`src/rtl/key_arb_pkg.sv`:
```
// Shared types and default sizing for the key-sequence round-robin arbiter.
package key_arb_pkg;

   localparam int unsigned NumReqDef  = 4;
   localparam int unsigned KeyWDef    = 4;
   localparam int unsigned ErrCntWDef = 8;

   typedef logic [$clog2(NumReqDef)-1:0] id_t;

   typedef enum logic [1:0] {
      StIdle,
      StIssue,
      StAck
   } arb_state_t;

endpackage

```
`src/rtl/key_arbiter_if.sv`:
```
// Requester, downstream-service and error-report signals of key_arbiter.
interface key_arbiter_if
   import key_arb_pkg::*;
#(
   parameter int unsigned NumReq  = NumReqDef,
   parameter int unsigned KeyW    = KeyWDef,
   parameter int unsigned ErrCntW = ErrCntWDef
) ();

   localparam int unsigned IdW = $clog2(NumReq);

   logic [NumReq-1:0]      req;
   logic [NumReq*KeyW-1:0] req_key;
   logic [NumReq-1:0]      ack;
   logic                   srv_valid;
   logic [KeyW-1:0]        srv_key;
   logic [IdW-1:0]         srv_id;
   logic                   srv_ready;
   logic                   err_valid;
   logic [IdW-1:0]         err_id;
   logic [ErrCntW-1:0]     err_count;

   // Requesters plus downstream consumer.
   modport master (
      output req, req_key, srv_ready,
      input  ack, srv_valid, srv_key, srv_id, err_valid, err_id, err_count
   );

   // The arbiter itself.
   modport slave (
      input  req, req_key, srv_ready,
      output ack, srv_valid, srv_key, srv_id, err_valid, err_id, err_count
   );

endinterface

```
`src/rtl/rr_pick.sv`:
```
// Combinational round-robin picker: first set req bit at or above ptr_i, wrapping.
module rr_pick
   import key_arb_pkg::*;
#(
   parameter int unsigned NumReq = NumReqDef,
   localparam int unsigned IdW   = $clog2(NumReq)
) (
   input  logic [NumReq-1:0] req_i,
   input  logic [IdW-1:0]    ptr_i,
   output logic [IdW-1:0]    winner_o,
   output logic              any_req_o
);

   logic [IdW-1:0] idx;
   logic           found;

   always_comb begin
      winner_o = '0;
      found    = 1'b0;
      idx      = '0;
      for (int unsigned i = 0; i < NumReq; i++) begin
         idx = IdW'((32'(ptr_i) + i) % NumReq);
         if (!found && req_i[idx]) begin
            found    = 1'b1;
            winner_o = idx;
         end
      end
   end

   assign any_req_o = |req_i;

endmodule

```
`src/rtl/key_arbiter.sv`:
```
// Round-robin arbiter sharing one key-service port; checks each requester's +1 key sequence.
module key_arbiter
   import key_arb_pkg::*;
#(
   parameter int unsigned NumReq  = NumReqDef,
   parameter int unsigned KeyW    = KeyWDef,
   parameter int unsigned ErrCntW = ErrCntWDef
) (
   input logic          clk,
   input logic          rst_n,
   key_arbiter_if.slave bus_io
);

   localparam int unsigned IdW = $clog2(NumReq);

   arb_state_t         state_q, state_d;
   logic [IdW-1:0]     rr_ptr_q, rr_ptr_d;
   logic [IdW-1:0]     srv_id_q, srv_id_d;
   logic [IdW-1:0]     err_id_q, err_id_d;
   logic [IdW-1:0]     winner;
   logic               any_req;
   logic [KeyW-1:0]    win_key;
   logic [KeyW-1:0]    srv_key_q, srv_key_d;
   logic [KeyW-1:0]    exp_q [NumReq];
   logic [KeyW-1:0]    exp_d [NumReq];
   logic               srv_valid_q, srv_valid_d;
   logic               err_valid_q, err_valid_d;
   logic [NumReq-1:0]  ack_q, ack_d;
   logic [ErrCntW-1:0] err_count_q, err_count_d;

   rr_pick #(
      .NumReq (NumReq)
   ) u_rr_pick (
      .req_i     (bus_io.req),
      .ptr_i     (rr_ptr_q),
      .winner_o  (winner),
      .any_req_o (any_req)
   );

   assign win_key = bus_io.req_key[winner*KeyW +: KeyW];

   always_ff @(posedge clk or negedge rst_n) begin
      if (!rst_n) begin
         state_q <= StIdle;
      end else begin
         state_q <= state_d;
      end
   end

   always_comb begin
      state_d = state_q;
      unique case (state_q)
         StIdle:  if (any_req) state_d = StIssue;
         StIssue: if (srv_valid_q && bus_io.srv_ready) state_d = StAck;
         StAck:   state_d = StIdle;
         default: state_d = StIdle;
      endcase
   end

   // Inputs are deliberately not looked at in StAck: keys may follow ack combinationally.
   always_comb begin
      srv_valid_d = srv_valid_q;
      srv_key_d   = srv_key_q;
      srv_id_d    = srv_id_q;
      ack_d       = '0;
      err_valid_d = 1'b0;
      err_id_d    = err_id_q;
      err_count_d = err_count_q;
      rr_ptr_d    = rr_ptr_q;
      exp_d       = exp_q;
      unique case (state_q)
         StIdle: begin
            if (any_req) begin
               srv_valid_d = 1'b1;
               srv_id_d    = winner;
               srv_key_d   = win_key;
               if (win_key != exp_q[winner]) begin
                  err_valid_d = 1'b1;
                  err_id_d    = winner;
                  if (err_count_q != '1) err_count_d = err_count_q + 1'b1;
               end
            end
         end
         StIssue: begin
            if (srv_valid_q && bus_io.srv_ready) begin
               srv_valid_d      = 1'b0;
               ack_d[srv_id_q]  = 1'b1;
            end
         end
         StAck: begin
            exp_d[srv_id_q] = srv_key_q + 1'b1;
            rr_ptr_d = (srv_id_q == IdW'(NumReq - 1)) ? '0 : srv_id_q + 1'b1;
         end
         default: ;
      endcase
   end

   always_ff @(posedge clk or negedge rst_n) begin
      if (!rst_n) begin
         srv_valid_q <= 1'b0;
         srv_key_q   <= '0;
         srv_id_q    <= '0;
         ack_q       <= '0;
         err_valid_q <= 1'b0;
         err_id_q    <= '0;
         err_count_q <= '0;
         rr_ptr_q    <= '0;
         for (int unsigned i = 0; i < NumReq; i++) exp_q[i] <= '0;
      end else begin
         srv_valid_q <= srv_valid_d;
         srv_key_q   <= srv_key_d;
         srv_id_q    <= srv_id_d;
         ack_q       <= ack_d;
         err_valid_q <= err_valid_d;
         err_id_q    <= err_id_d;
         err_count_q <= err_count_d;
         rr_ptr_q    <= rr_ptr_d;
         exp_q       <= exp_d;
      end
   end

   assign bus_io.srv_valid = srv_valid_q;
   assign bus_io.srv_key   = srv_key_q;
   assign bus_io.srv_id    = srv_id_q;
   assign bus_io.ack       = ack_q;
   assign bus_io.err_valid = err_valid_q;
   assign bus_io.err_id    = err_id_q;
   assign bus_io.err_count = err_count_q;

endmodule
```
`src/flat_wrapper.sv`:
```
// flat-port wrapper written by rule: the top's interface ports become plain ports
module key_arbiter_flat import key_arb_pkg::*;
#(
   parameter int unsigned NumReq  = NumReqDef,
   parameter int unsigned KeyW    = KeyWDef,
   parameter int unsigned ErrCntW = ErrCntWDef
)
  (clk, rst_n, bus_io_req, bus_io_req_key, bus_io_srv_ready, bus_io_ack, bus_io_srv_valid, bus_io_srv_key, bus_io_srv_id, bus_io_err_valid, bus_io_err_id, bus_io_err_count);
  key_arbiter_if #(.NumReq(NumReq), .KeyW(KeyW), .ErrCntW(ErrCntW)) bus_io_i ();
  input logic clk;
  input logic rst_n;
  input wire logic [$bits(bus_io_i.req)-1:0] bus_io_req;
  input wire logic [$bits(bus_io_i.req_key)-1:0] bus_io_req_key;
  input wire logic [$bits(bus_io_i.srv_ready)-1:0] bus_io_srv_ready;
  output wire logic [$bits(bus_io_i.ack)-1:0] bus_io_ack;
  output wire logic [$bits(bus_io_i.srv_valid)-1:0] bus_io_srv_valid;
  output wire logic [$bits(bus_io_i.srv_key)-1:0] bus_io_srv_key;
  output wire logic [$bits(bus_io_i.srv_id)-1:0] bus_io_srv_id;
  output wire logic [$bits(bus_io_i.err_valid)-1:0] bus_io_err_valid;
  output wire logic [$bits(bus_io_i.err_id)-1:0] bus_io_err_id;
  output wire logic [$bits(bus_io_i.err_count)-1:0] bus_io_err_count;
  assign bus_io_i.req = bus_io_req;
  assign bus_io_i.req_key = bus_io_req_key;
  assign bus_io_i.srv_ready = bus_io_srv_ready;
  assign bus_io_ack = bus_io_i.ack;
  assign bus_io_srv_valid = bus_io_i.srv_valid;
  assign bus_io_srv_key = bus_io_i.srv_key;
  assign bus_io_srv_id = bus_io_i.srv_id;
  assign bus_io_err_valid = bus_io_i.err_valid;
  assign bus_io_err_id = bus_io_i.err_id;
  assign bus_io_err_count = bus_io_i.err_count;
  key_arbiter #(.NumReq(NumReq), .KeyW(KeyW), .ErrCntW(ErrCntW)) u_core (.clk(clk), .rst_n(rst_n), .bus_io(bus_io_i));
endmodule
```
`config.mk`:
```
export PLATFORM = sky130hd
export DESIGN_NAME = key_arbiter_flat
export DESIGN_NICKNAME = d
export VERILOG_FILES = /design/src/rtl/key_arb_pkg.sv /design/src/rtl/key_arbiter_if.sv /design/src/rtl/rr_pick.sv /design/src/rtl/key_arbiter.sv /design/src/flat_wrapper.sv
export SDC_FILE = /design/constraint.sdc
export NUM_CORES = 1
export LEC_CHECK = 0
export ABC_CLOCK_PERIOD_IN_PS = 2650
export CAP_MARGIN = 0
export CORE_MARGIN = 10
export CORE_UTILIZATION = 45
export DETAILED_ROUTE_END_ITERATION = 8
export GPL_TIMING_DRIVEN = 0
export PLACE_DENSITY = 0.8
export SLEW_MARGIN = 20
export SYNTH_ARGS = -nofsm -noshare
export SYNTH_HDL_FRONTEND = slang
export SYNTH_SLANG_ARGS = --single-unit
```
`constraint.sdc`:
```
create_clock -name clk -period 2.65 [get_ports clk]
set_input_delay 0.265 -clock clk [delete_from_list [all_inputs] [get_ports clk]]
set_output_delay 0.265 -clock clk [all_outputs]
set_load 0.01 [all_outputs]
```
==> flow_metrics.tcl, run 1 <==
set metrics [dict create \
    status "completed" \
    grtUsageTotal_pct 12.49 \
    p_int_w 0.002109 \
    end_kind "register" \
    ys_warn_count 0 \
    grt_max_degree 33 \
    syn_nets 211 \
    clk_latency_ps 290 \
    die_area_sq_um 7737 \
    min_period_over_period_pct 95.58 \
    max-vdd-ir-drop_uv 705.6 \
    combPwrFrac_pct 51.3 \
    seq_power_share_pct 34.5 \
    cts.sinks 42 \
    clkPwrFrac_pct 14.2 \
    drtAntennaViolNets 0 \
    r2r_cells 12 \
    wl_microns 4813 \
    drtPass1Iterations 4 \
    h-tree-depth 2 \
    power_density_nw_per_um2 1141 \
    drt_iter0_drc 98 \
    antennaDiodeCount 0 \
    hold_class "in -> async" \
    worst-endpoint-arrival_ps 2720 \
    post-dp-hpwl_microns 3410 \
    startpoint_type "register" \
    path_class "reg -> reg" \
    r2r_start "u_core.rr_ptr_q[1]$_DFFE_PN0P_" \
    leakage_nw 1.323 \
    slowest_stage "dfrtp_2" \
    numCtsBuffers 5 \
    numPortBuffers 44 \
    synth_area_sq_um 2078 \
    antenna_found_initial 0 \
    setup_viol 0 \
    worstPathRequired_ps 2830 \
    switchingPower_w 0.001211 \
    drv_cap 0 \
    final_cell_mix "clkdlybuf4s50_1, dfrtp_1, nand2_1" \
    critPathMaxStageDelay_ps 420 \
    drive_gt1_share_pct 18.11 \
    chipWidth_microns 87.96 \
    critical_path_buf_inv_count 3 \
    cts_root_buf "clkbuf_8" \
    rsz0062_at_grt "true" \
    cp_top_family "multiplexers" \
    drc 0 \
    tightestPinTransition_ps 716.0 \
    clock_skew_ps 6.967 \
    nNetsFinal 271 \
    clk_pin_slew_ps 80 \
    globalplace.congestion 0.8051 \
    r2r_slack_ps 120 \
    min_period_ps 2533 \
    viasPerCell 5.190 \
    syn-mean-instance-area_sq_um 11.42 \
    cts_tree "built" \
    max-slew-margin-rel_pct 51.75 \
    wl_per_cell_microns 16.32 \
    path_cells "a21oi_2, o21a_1, o22ai_2, buf_6, buf_12, mux2i_1, mux2i_1, xor2_1, a41oi_4, buf_12, nand2_4, mux2_4" \
    post-place-ws_ps -474.6 \
    setup_tns_ps 0 \
    finalHoldViolations 0 \
    first_global_vias 1537 \
    synth.distinct_cells 28 \
    crit_fanout 10 \
    yosysSeqAreaShare_pct 50.57 \
    fp.dieH_microns 87.96 \
    total_power_w 0.003320 \
    syn2layout_area_growth_pct 40.04 \
    cts_buffer_depth 2 \
    setup_slack_ps 117.1 \
    start_util_pct 47.08 \
    rows 24 \
    grt_pass1_wl_microns 7610 \
    grt_remaining_overflow 0 \
    drv_slew 0 \
    swShare_pct 36.47 \
    ios 45 \
    worstReg2RegEnd "u_core.bus_io.err_count[1]$_DFFE_PN0P_" \
    synth_seq_cells 42 \
    vias 1531 \
    max_freq_ghz 0.3948 \
    core_area_sq_um 4414 \
    synth_cells 182 \
]
## timing repair
action	CTS	global route
hold endpoints to repair	10	0
hold buffers	1	0
setup endpoints to repair	9	9
buffers inserted	5	2
gates resized for setup	2	16
pin swaps	5	5
## power groups by stage
stage | Combinational (W) | Sequential (W) | Clock (W)
after global placement | 0.00138 | 0.00112 | 0
final | 0.00170 | 0.00115 | 0.000471
after global routing | 0.00187 | 0.00119 | 0.000508
after detailed placement | 0.00142 | 0.00113 | 0
after floorplan | 0.000855 | 0.00115 | 0
after CTS | 0.00158 | 0.00113 | 0.000483
## metrics by stage
step	hold slack [ps]	util (%)	std cells	instance area [sq um]
detailed placement	152.7	58.87	279	2599
finish	360.7	65.93	295	2910
floorplan	-30.59	-	182	2078
global route	367.8	65.93	295	2910
CTS	368.0	63.46	293	2801
global placement	460.1	58.53	278	2584
## routing by layer
layer	GRT usage (%)	vias to the layer above	part of all wire, %
met1	14.36	742	40
met3	3.621	6	5.9
li1	-	749	-
met5	0	-	0
met4	5.217	0	1.6
met2	21.16	34	52
## final cells by class
cell class	instances	area [sq um]
Multi-Input combinational cell	131	1061
Sequential cell	42	1052
Tap cell	52	65.06
Buffer	4	38.79
Timing Repair Buffer	53	564.3
Clock buffer	8	110.1
Inverter	5	18.77
Fill cell	347	1504
## Yosys cell counts
cell       n  share of area (%)
dfrtp_1   42                 51
nand2_1   25                4.5
mux2i_1   22                 11
o21ai_0   19                4.6
mux2_2    11                6.0
xnor2_1    8                3.4
ha_1       6                3.6
and2_1     5                1.5
inv_1      5               0.90
nand3_1    5                1.2
xor2_1     5                2.1
and3_1     4                1.2
nor2_1     4               0.72
a21oi_1    3               0.72
nand4_1    3               0.90
buf_6      2                1.1
clkbuf_1   2               0.36
a41oi_4    1                1.3
mux2_4     1               0.72
nand2_4    1               0.54
nand2b_1   1               0.30
nand3b_1   1               0.36
nor2b_1    1               0.30
nor3_4     1               0.78
nor3b_1    1               0.36
o21a_1     1               0.36
o22ai_2    1               0.60
o41ai_1    1               0.42
## flip-flops by register name, indices dropped and copies added (netlist names)
signal                   flops
u_core.bus_io.ack            4
u_core.state_q               2
u_core.bus_io.srv_key        4
u_core.bus_io.srv_id         2
u_core.rr_ptr_q              2
u_core.bus_io.srv_valid      1
u_core.exp_q                16
u_core.bus_io.err_count      8
u_core.bus_io.err_valid      1
u_core.bus_io.err_id         2
## worst max-delay path by stage
stage / start / endpoint / slack (ps) / depth (start not counted)
2_1_floorplan: u_core.rr_ptr_q[1]$_DFFE_PN0P_ / u_core.bus_io.err_count[1]$_DFFE_PN0P_ / 160 / 8
3_3_place_gp: bus_io_req[0] / u_core.bus_io.err_count[1]$_DFFE_PN0P_ / -430 / 12
3_5_place_dp: bus_io_req[0] / u_core.bus_io.err_count[1]$_DFFE_PN0P_ / -470 / 12
4_1_cts: bus_io_req[0] / u_core.bus_io.err_count[1]$_DFFE_PN0P_ / 10 / 13
5_1_grt: u_core.rr_ptr_q[1]$_DFFE_PN0P_ / u_core.bus_io.err_count[5]$_DFFE_PN0P_ / -70 / 13
6_report: u_core.rr_ptr_q[1]$_DFFE_PN0P_ / u_core.bus_io.err_count[1]$_DFFE_PN0P_ / 120 / 12
## logic make-up (layout without fill, tap and decap cells)
| group | Yosys count | after routing | synth area share, % |
|---|---|---|---|
| buf+inv | 9 | 70 | 2.348 |
| mux | 34 | 34 | 17.28 |
| compound gates | 26 | 26 | 8.007 |
| fa+ha+maj | 6 | 6 | 3.612 |
| flops | 42 | 42 | 50.57 |
| xor+xnor | 13 | 13 | 5.479 |
| simple gates | 52 | 52 | 12.70 |
Note: power is estimated with default switching activity, not from simulation.
==> run 2, diff against run 1 <==
--- a/config.mk
+++ b/config.mk
@@ -5,7 +5,6 @@
 export SDC_FILE = /design/constraint.sdc
 export NUM_CORES = 1
 export LEC_CHECK = 0
-export ABC_CLOCK_PERIOD_IN_PS = 2650
 export CAP_MARGIN = 0
 export CORE_MARGIN = 10
 export CORE_UTILIZATION = 45
==> results of run 2 <==
The final DEF is identical to that of run 1; final timing and power are the same.
